File: src/rtl/div_pkg.sv
// rtl/div_pkg.sv - shared types and sizing for the sequential restoring divider
package div_pkg;

    localparam int DIV_W = 8;

    function automatic int div_cnt_w(input int w);
        return $clog2(w + 1);
    endfunction

    localparam int DIV_CNT_W = div_cnt_w(DIV_W);

    typedef enum logic [1:0] {
        IDLE,
        CALC,
        DONE
    } div_state_e;

endpackage

File: src/rtl/div_step.sv
// rtl/div_step.sv - one combinational restoring-division step (swap point for approximate subtractors)
module div_step #(
    parameter int W = 8
) (
    input  logic [W:0]   rem_i,
    input  logic [W-1:0] div_i,
    output logic [W:0]   rem_o,
    output logic         q_o
);

    logic [W+1:0] diff;

    // Extra top bit is the borrow: set when the trial subtraction went negative.
    assign diff  = {1'b0, rem_i} - {2'b00, div_i};
    assign q_o   = ~diff[W+1];
    assign rem_o = q_o ? diff[W:0] : rem_i;

endmodule

File: src/rtl/seq_div_2w_w.sv
// rtl/seq_div_2w_w.sv - 2W/W unsigned restoring divider, one quotient bit per cycle, valid/ready I/O
module seq_div_2w_w
    import div_pkg::*;
#(
    parameter int W = DIV_W
) (
    input  logic           clk,
    input  logic           rst_n,
    input  logic [2*W-1:0] IN1,
    input  logic [W-1:0]   IN2,
    input  logic           in_valid,
    output logic           in_ready,
    output logic [W-1:0]   Quot,
    output logic [W-1:0]   Rem,
    output logic           ovf,
    output logic           dz,
    output logic           out_valid,
    input  logic           out_ready
);

    localparam int CW = div_cnt_w(W);

    div_state_e     state_q, state_d;
    logic [2*W:0]   sr_q, sr_d;
    logic [W-1:0]   div_q, div_d;
    logic [CW-1:0]  cnt_q, cnt_d;
    logic [W-1:0]   quot_q, quot_d;
    logic [W-1:0]   rem_q, rem_d;
    logic           ovf_q, ovf_d;
    logic           dz_q, dz_d;

    logic [W:0]     step_rem;
    logic           step_q;

    // Upper W+1 bits of the shift register after the left shift feed the step.
    div_step #(.W(W)) u_step (
        .rem_i (sr_q[2*W-1:W-1]),
        .div_i (div_q),
        .rem_o (step_rem),
        .q_o   (step_q)
    );

    always_ff @(posedge clk or negedge rst_n) begin
        if (!rst_n) begin
            state_q <= IDLE;
            sr_q    <= '0;
            div_q   <= '0;
            cnt_q   <= '0;
            quot_q  <= '0;
            rem_q   <= '0;
            ovf_q   <= 1'b0;
            dz_q    <= 1'b0;
        end else begin
            state_q <= state_d;
            sr_q    <= sr_d;
            div_q   <= div_d;
            cnt_q   <= cnt_d;
            quot_q  <= quot_d;
            rem_q   <= rem_d;
            ovf_q   <= ovf_d;
            dz_q    <= dz_d;
        end
    end

    always_comb begin
        state_d = state_q;
        sr_d    = sr_q;
        div_d   = div_q;
        cnt_d   = cnt_q;
        quot_d  = quot_q;
        rem_d   = rem_q;
        ovf_d   = ovf_q;
        dz_d    = dz_q;
        unique case (state_q)
            IDLE: begin
                if (in_valid) begin
                    sr_d  = {1'b0, IN1};
                    div_d = IN2;
                    cnt_d = '0;
                    if (IN2 == '0) begin
                        quot_d  = '1;
                        rem_d   = '0;
                        ovf_d   = 1'b1;
                        dz_d    = 1'b1;
                        state_d = DONE;
                    end else if (IN1[2*W-1:W] >= IN2) begin
                        // Quotient would need more than W bits.
                        quot_d  = '1;
                        rem_d   = '0;
                        ovf_d   = 1'b1;
                        dz_d    = 1'b0;
                        state_d = DONE;
                    end else begin
                        ovf_d   = 1'b0;
                        dz_d    = 1'b0;
                        state_d = CALC;
                    end
                end
            end
            CALC: begin
                sr_d  = {step_rem, sr_q[W-2:0], step_q};
                cnt_d = cnt_q + 1'b1;
                if (cnt_q == CW'(W - 1)) begin
                    quot_d  = {sr_q[W-2:0], step_q};
                    rem_d   = step_rem[W-1:0];
                    state_d = DONE;
                end
            end
            DONE: begin
                if (out_ready) begin
                    state_d = IDLE;
                end
            end
            default: state_d = IDLE;
        endcase
    end

    assign in_ready  = (state_q == IDLE);
    assign out_valid = (state_q == DONE);
    assign Quot      = quot_q;
    assign Rem       = rem_q;
    assign ovf       = ovf_q;
    assign dz        = dz_q;

endmodule
File: config.mk
export PLATFORM = sky130hd
export DESIGN_NAME = seq_div_2w_w
export DESIGN_NICKNAME = d
export VERILOG_FILES = /design/src/rtl/div_pkg.sv /design/src/rtl/div_step.sv /design/src/rtl/seq_div_2w_w.sv
export SDC_FILE = /design/constraint.sdc
export NUM_CORES = 1
export LEC_CHECK = 0
export CAP_MARGIN = 20
export CORE_ASPECT_RATIO = 0.5
export CORE_MARGIN = 1.5
export CORE_UTILIZATION = 52
export DETAILED_ROUTE_END_ITERATION = 16
export GPL_TIMING_DRIVEN = 1
export PLACE_DENSITY = 0.82
export SLEW_MARGIN = 25
export SYNTH_ARGS = -nofsm -noshare
export SYNTH_HDL_FRONTEND = slang
export SYNTH_SLANG_ARGS = --single-unit
File: constraint.sdc
create_clock -name clk -period 2.45 [get_ports clk]
set_input_delay 0.245 -clock clk [delete_from_list [all_inputs] [get_ports clk]]
set_output_delay 0.245 -clock clk [all_outputs]
set_load 0.02 [all_outputs]
==> flow_summary.ini, run 1 <==
[status]
status = completed

[logic_synthesis]
yosys.area_share.adder_pct = 8.90
synth_most_common_cell = nand2_1
ys_types = 41
synth-xor-area-share_pct = 1.67
ys_ff_latch = 48
synth_top_flop_cell = dfrtp_1
async_flop_share_pct = 100
synthSimpleGateAreaFrac_pct = 17.0
synthTopCellsByCount = 64 x nand2_1, 48 x dfrtp_1, 21 x o21ai_0
ys.warnings.count = 0
synth-compound-area-share_pct = 17.9
synth_area_leader_cell = dfrtp_1
synth_top_family_by_area = compound AO/OA/AOI/OAI gates
muxShareOfSynthArea_pct = 3.63
synthTopCellsByArea = dfrtp_1 46%, nand2_1 9.2%, ha_1 8.1%
synth_top_cell_area_share_pct = 45.9
seq_area_frac_synth_pct = 45.9
synth_area_sq_um = 2620
syn_area_per_cell_sq_um = 9.08
synth_cells = 288
synth_edf_count = 0
synth_nets = 334

[placement]
port_buffers = 47
place.gp.congestion = 0.877
dp_hpwl_mm = 4.69
postPlaceCellArea_sq_um = 3210

[finish]
fillers = 349
areaGrowthSynthToFinish_pct = 28.1
layout-drive-gt1-share_pct = 10.6
fin_area_sq_um = 3350
finalNetCount = 393
n_antenna_cell = 0

[power]
total_power_mw = 4.96
p_sw_mw = 2.21
cellLeakagePower_nw = 1.54
powerDensity_nw_per_um2 = 1480
ir_drop_mv = 0.992
p_int_mw = 2.74
p_sw_share_pct = 44.6
power_frac_seq_pct = 28.4
combinationalPowerShare_pct = 61.1
power.share.clock_pct = 10.5

[clocking]
clock_path_buffers = 2
root_buffer = clkbuf_8
path_clk_slew_ps = 100
insertion_delay_ps = 310
cts_tree = yes
cts.sinks = 48
cts_max_level = 2
cts_buffers = 5

[worst_setup_path]
worstPathRequired_ps = 2690
r2r_start = sr_q[13]
path_max_fanout = 5
rrSetupSlack_ps = 90
crit_slowest_cell = dfrtp_1
critPathMaxStageDelay_ps = 440
worstSetupPathType = flip-flop to flip-flop
path_cells = ha_1 > a21o_1 > a211o_1 > a41oi_4 > buf_4 > mux2_4 > a21oi_1
start_kind = flip-flop
end_kind = flip-flop
crit_start = sr_q[13]
cp_data_arrival_time_ps = 2600
critPathBufInv = 1
worst-r2r-cell-count = 7
cpLargestDelayFamily = compound AO/OA/AOI/OAI gates
reg2reg_to = sr_q[8]

[route]
viasPerCell = 5.47
vias = 2264
drt_wl_total_mm = 6.43
ant_nets = 0
drc = 0
wl_per_cell_um = 15.5
firstDrtPassIters = 5
first_iter_violations = 124

[die]
row_count = 17
fp.dieW_um = 103
die_h_um = 53.2
initial_utilization_pct = 56.7
ios = 48
fp.dieArea_sq_um = 5490
core_region_area_sq_um = 4620

[timing]
final.setup.tns_ps = 0
setup_violations = 0
worstMarginPinSlew_ps = 949
finalCritPeriodShare_pct = 96.2
grt_setup_unrepaired = false
hold_viol = 0
relSlewSlack_pct = 36.7
clock_skew_ps = 5.36
fmax_mhz = 424
maxSlewViolCount = 0
min_period_ps = 2360

[global_route]
grt_pass1_wl_mm = 10.6
antenna_found_initial = 0
first_global_vias = 2180
groute.usage.overall_pct = 26.3
grt_max_degree = 35
overflow = 0

[min_path]
hold_path_class = input port to async pin

[flow_run]
max_cap_viol_count = 0
power by group through the flow:
stage / sequential, mW / combinational, mW / clock, mW
final: 1.41 / 3.03 / 0.519
after global routing: 1.45 / 3.33 / 0.561
after CTS: 1.40 / 2.92 / 0.521
after detailed placement: 1.41 / 2.89 / 0
after global placement: 1.39 / 2.76 / 0
after floorplan: 1.49 / 1.87 / 0
cell usage in the layout (no fill, tap or decap), types with 2 or more instances in the layout:
| master | instances |
|---|---|
| a21o_1 | 4 |
| a21oi_1 | 13 |
| a31oi_1 | 8 |
| and3_1 | 2 |
| and3_2 | 6 |
| buf_4 | 15 |
| clkbuf_8 | 6 |
| clkdlybuf4s50_1 | 46 |
| clkinvlp_4 | 2 |
| dfrtp_1 | 48 |
| ha_1 | 17 |
| inv_1 | 19 |
| mux2i_1 | 8 |
| nand2_1 | 64 |
| nand2b_1 | 3 |
| nand4_1 | 3 |
| nor2_1 | 14 |
| nor2b_1 | 2 |
| nor4_1 | 2 |
| o21a_1 | 2 |
| o21ai_0 | 21 |
| o21ai_1 | 17 |
| xnor2_1 | 2 |
| xor2_1 | 3 |
through the flow:
| stage | worst slack, ps | std cells | util, % | hold slack, ps |
|---|---|---|---|---|
| detailed placement | -2.89 | 401 | 69.5 | 269 |
| CTS | 65.2 | 410 | 71.8 | 477 |
| floorplan | 282 | 288 | - | -50.6 |
| global route | 18.3 | 414 | 72.6 | 502 |
| finish | 91.9 | 414 | 72.6 | 460 |
| global placement | 71.2 | 401 | 69.5 | 262 |
cells by family after synthesis:
family	count (synthesis)
simple gates	101
compound gates	76
flops	48
fa+ha+maj	18
xor+xnor	5
mux	9
buf+inv	31
timing repair:
item                       CTS  global route
hold endpoints to repair    23             0
gates resized for setup      0             1
setup endpoints to repair    0            10
setup buffers                0             4
hold buffers                 1             0
state kept, by name (all words and copies together) (netlist names):
signal	cells
ovf	1
state_q	2
Quot	8
div_q	8
Rem	8
cnt_q	4
sr_q	16
dz	1
metal layers:
layer  global-route usage [%]  share of wire (%)
met4                     7.88                1.1
met1                     35.1                 45
met3                     4.62                6.9
met2                     44.4                 46
met5                        0                  0
cell type report:
type                       instances  area [sq um]  share of cell area, %
sequential                        48          1200                   35.8
clock buffer                       6          82.6                   2.46
clock inverter                     2          15.0                  0.448
multi-input combinational        209          1290                   38.5
timing repair buffer              64           608                   18.1
tap                               66          82.6                   2.46
inverter                          19          71.3                   2.13
how the worst max path moves through the flow:
stage / to / slack (ps) / cells after the start
2_1_floorplan: sr_q[8] / 280 / 6
3_3_place_gp: Rem[5] / 70 / 9
3_5_place_dp: Rem[5] / -3 / 9
4_1_cts: sr_q[11] / 70 / 7
5_1_grt: sr_q[14] / 20 / 10
6_report: sr_q[8] / 90 / 7
Note: power is estimated with default switching activity, not from simulation.
==> inputs of run 2 (changes only) <==
--- a/config.mk
+++ b/config.mk
@@ -12,6 +12,7 @@
 export DETAILED_ROUTE_END_ITERATION = 16
 export GPL_TIMING_DRIVEN = 1
 export PLACE_DENSITY = 0.82
+export SKIP_CTS_REPAIR_TIMING = 1
 export SLEW_MARGIN = 25
 export SYNTH_ARGS = -nofsm -noshare
 export SYNTH_HDL_FRONTEND = slang
==> flow_summary.ini, run 2 (same netlist as run 1, synthesis figures left out) <==
[status]
status = completed

[worst_setup_path]
critPathMaxStageDelay_ps = 450
worstPathRequired_ps = 2690
path_cells = ha_1 > a21o_1 > a211o_1 > a41oi_4 > buf_4 > mux2_4 > a21oi_1
path_max_fanout = 5
rrSetupSlack_ps = 90
cpLargestDelayFamily = compound AO/OA/AOI/OAI gates
worstSetupPathType = flip-flop to flip-flop
critPathBufInv = 1
crit_slowest_cell = dfrtp_1
start_kind = flip-flop
cp_data_arrival_time_ps = 2600
end_kind = flip-flop

[power]
p_sw_share_pct = 44.6
cellLeakagePower_nw = 1.54
power.share.clock_pct = 10.4
p_sw_mw = 2.21
power_frac_seq_pct = 28.5
combinationalPowerShare_pct = 61.1
powerDensity_nw_per_um2 = 1480
p_int_mw = 2.74
ir_drop_mv = 0.991

[timing]
fmax_mhz = 423
relSlewSlack_pct = 36.0
fin_ws_ps = 88.4
hold_viol = 0
grt_setup_unrepaired = false
clock_skew_ps = 7.68
finalCritPeriodShare_pct = 96.4
min_period_ps = 2360
worstMarginPinSlew_ps = 959
setup_violations = 0
maxSlewViolCount = 0

[placement]
place_ws_ps = -2.89
place.gp.congestion = 0.877
postPlaceCellArea_sq_um = 3210
port_buffers = 47
dp_hpwl_mm = 4.69

[finish]
layout-drive-gt1-share_pct = 10.6
finalNetCount = 393
largest_register_ffs = 16
final_common_cell = nand2_1
top_register = sr_q
areaGrowthSynthToFinish_pct = 28.1
fin_area_sq_um = 3350
n_antenna_cell = 0
fillers = 349
final_cell_mix = 64 x nand2_1, 48 x dfrtp_1, 46 x clkdlybuf4s50_1, 21 x o21ai_0, 19 x inv_1

[clocking]
path_clk_slew_ps = 100
cts.sinks = 48
insertion_delay_ps = 310
cts_tree = yes
root_buffer = clkbuf_8
cts_max_level = 2
cts_buffers = 5
clock_path_buffers = 2

[global_route]
groute.usage.overall_pct = 26.3
antenna_found_initial = 0
grt_pass1_wl_mm = 10.6
grt_max_degree = 35
first_global_vias = 2177
overflow = 0

[die]
fp.dieW_um = 103
die_h_um = 53.2
ios = 48
fp.dieArea_sq_um = 5490
core_region_area_sq_um = 4620
initial_utilization_pct = 56.7
row_count = 17

[route]
ant_nets = 0
drc = 0
drt_wl_total_mm = 6.44
firstDrtPassIters = 5
vias = 2286
wl_per_cell_um = 15.6
viasPerCell = 5.52
first_iter_violations = 110

[flow_run]
max_cap_viol_count = 0

[min_path]
hold_path_class = input port to async pin
## run 2: power by group through the flow
stage	registers (mW)	logic, mW	clock network (mW)
2_1_floorplan	1.49	1.87	0
3_3_place_gp	1.39	2.76	0
3_5_place_dp	1.41	2.89	0
4_1_cts	1.40	2.92	0.521
5_1_grt	1.45	3.33	0.561
6_report	1.41	3.03	0.517
## run 2: path summary, 6_finish.rpt
path                                from       end  cells past startpoint
worst min-delay path               rst_n  sr_q[14]                      2
min in group clk                  Rem[6]    Rem[6]                      2
worst max register to register  sr_q[13]   sr_q[8]                      7
max in group asynchronous          rst_n   sr_q[2]                      3
worst min register to register    Rem[6]    Rem[6]                      2
worst max-delay path            sr_q[13]   sr_q[8]                      7
## run 2: final cells by class
class                      count  area [sq um]  share of cell area [%]
timing repair buffer          64           608                    18.1
clock inverter                 2          15.0                   0.448
clock buffer                   6          82.6                    2.46
tap                           66          82.6                    2.46
sequential                    48          1200                    35.8
multi-input combinational    209          1290                    38.5
inverter                      19          71.3                    2.13
## run 2: stage by stage
step / std cells / util, % / power [mW] / TNS (ps) / hold WS [ps]
floorplan: 288 / - / 3.36 / 0 / -50.6
global placement: 401 / 69.5 / 4.16 / 0 / 262
detailed placement: 401 / 69.5 / 4.30 / -2.89 / 269
CTS: 409 / 71.6 / 4.84 / 0 / -62.7
global route: 414 / 72.6 / 5.34 / 0 / 502
finish: 414 / 72.6 / 4.96 / 0 / 461
## run 2: routing by layer
layer / routed length [um] / vias to the layer above / GRT usage, %
met2: 3020 / 103 / 44.4
met4: 65 / 0 / 7.88
met3: 427 / 8 / 4.62
li1: - / 1101 / -
met1: 2930 / 1074 / 35.0
met5: 0 / - / 0
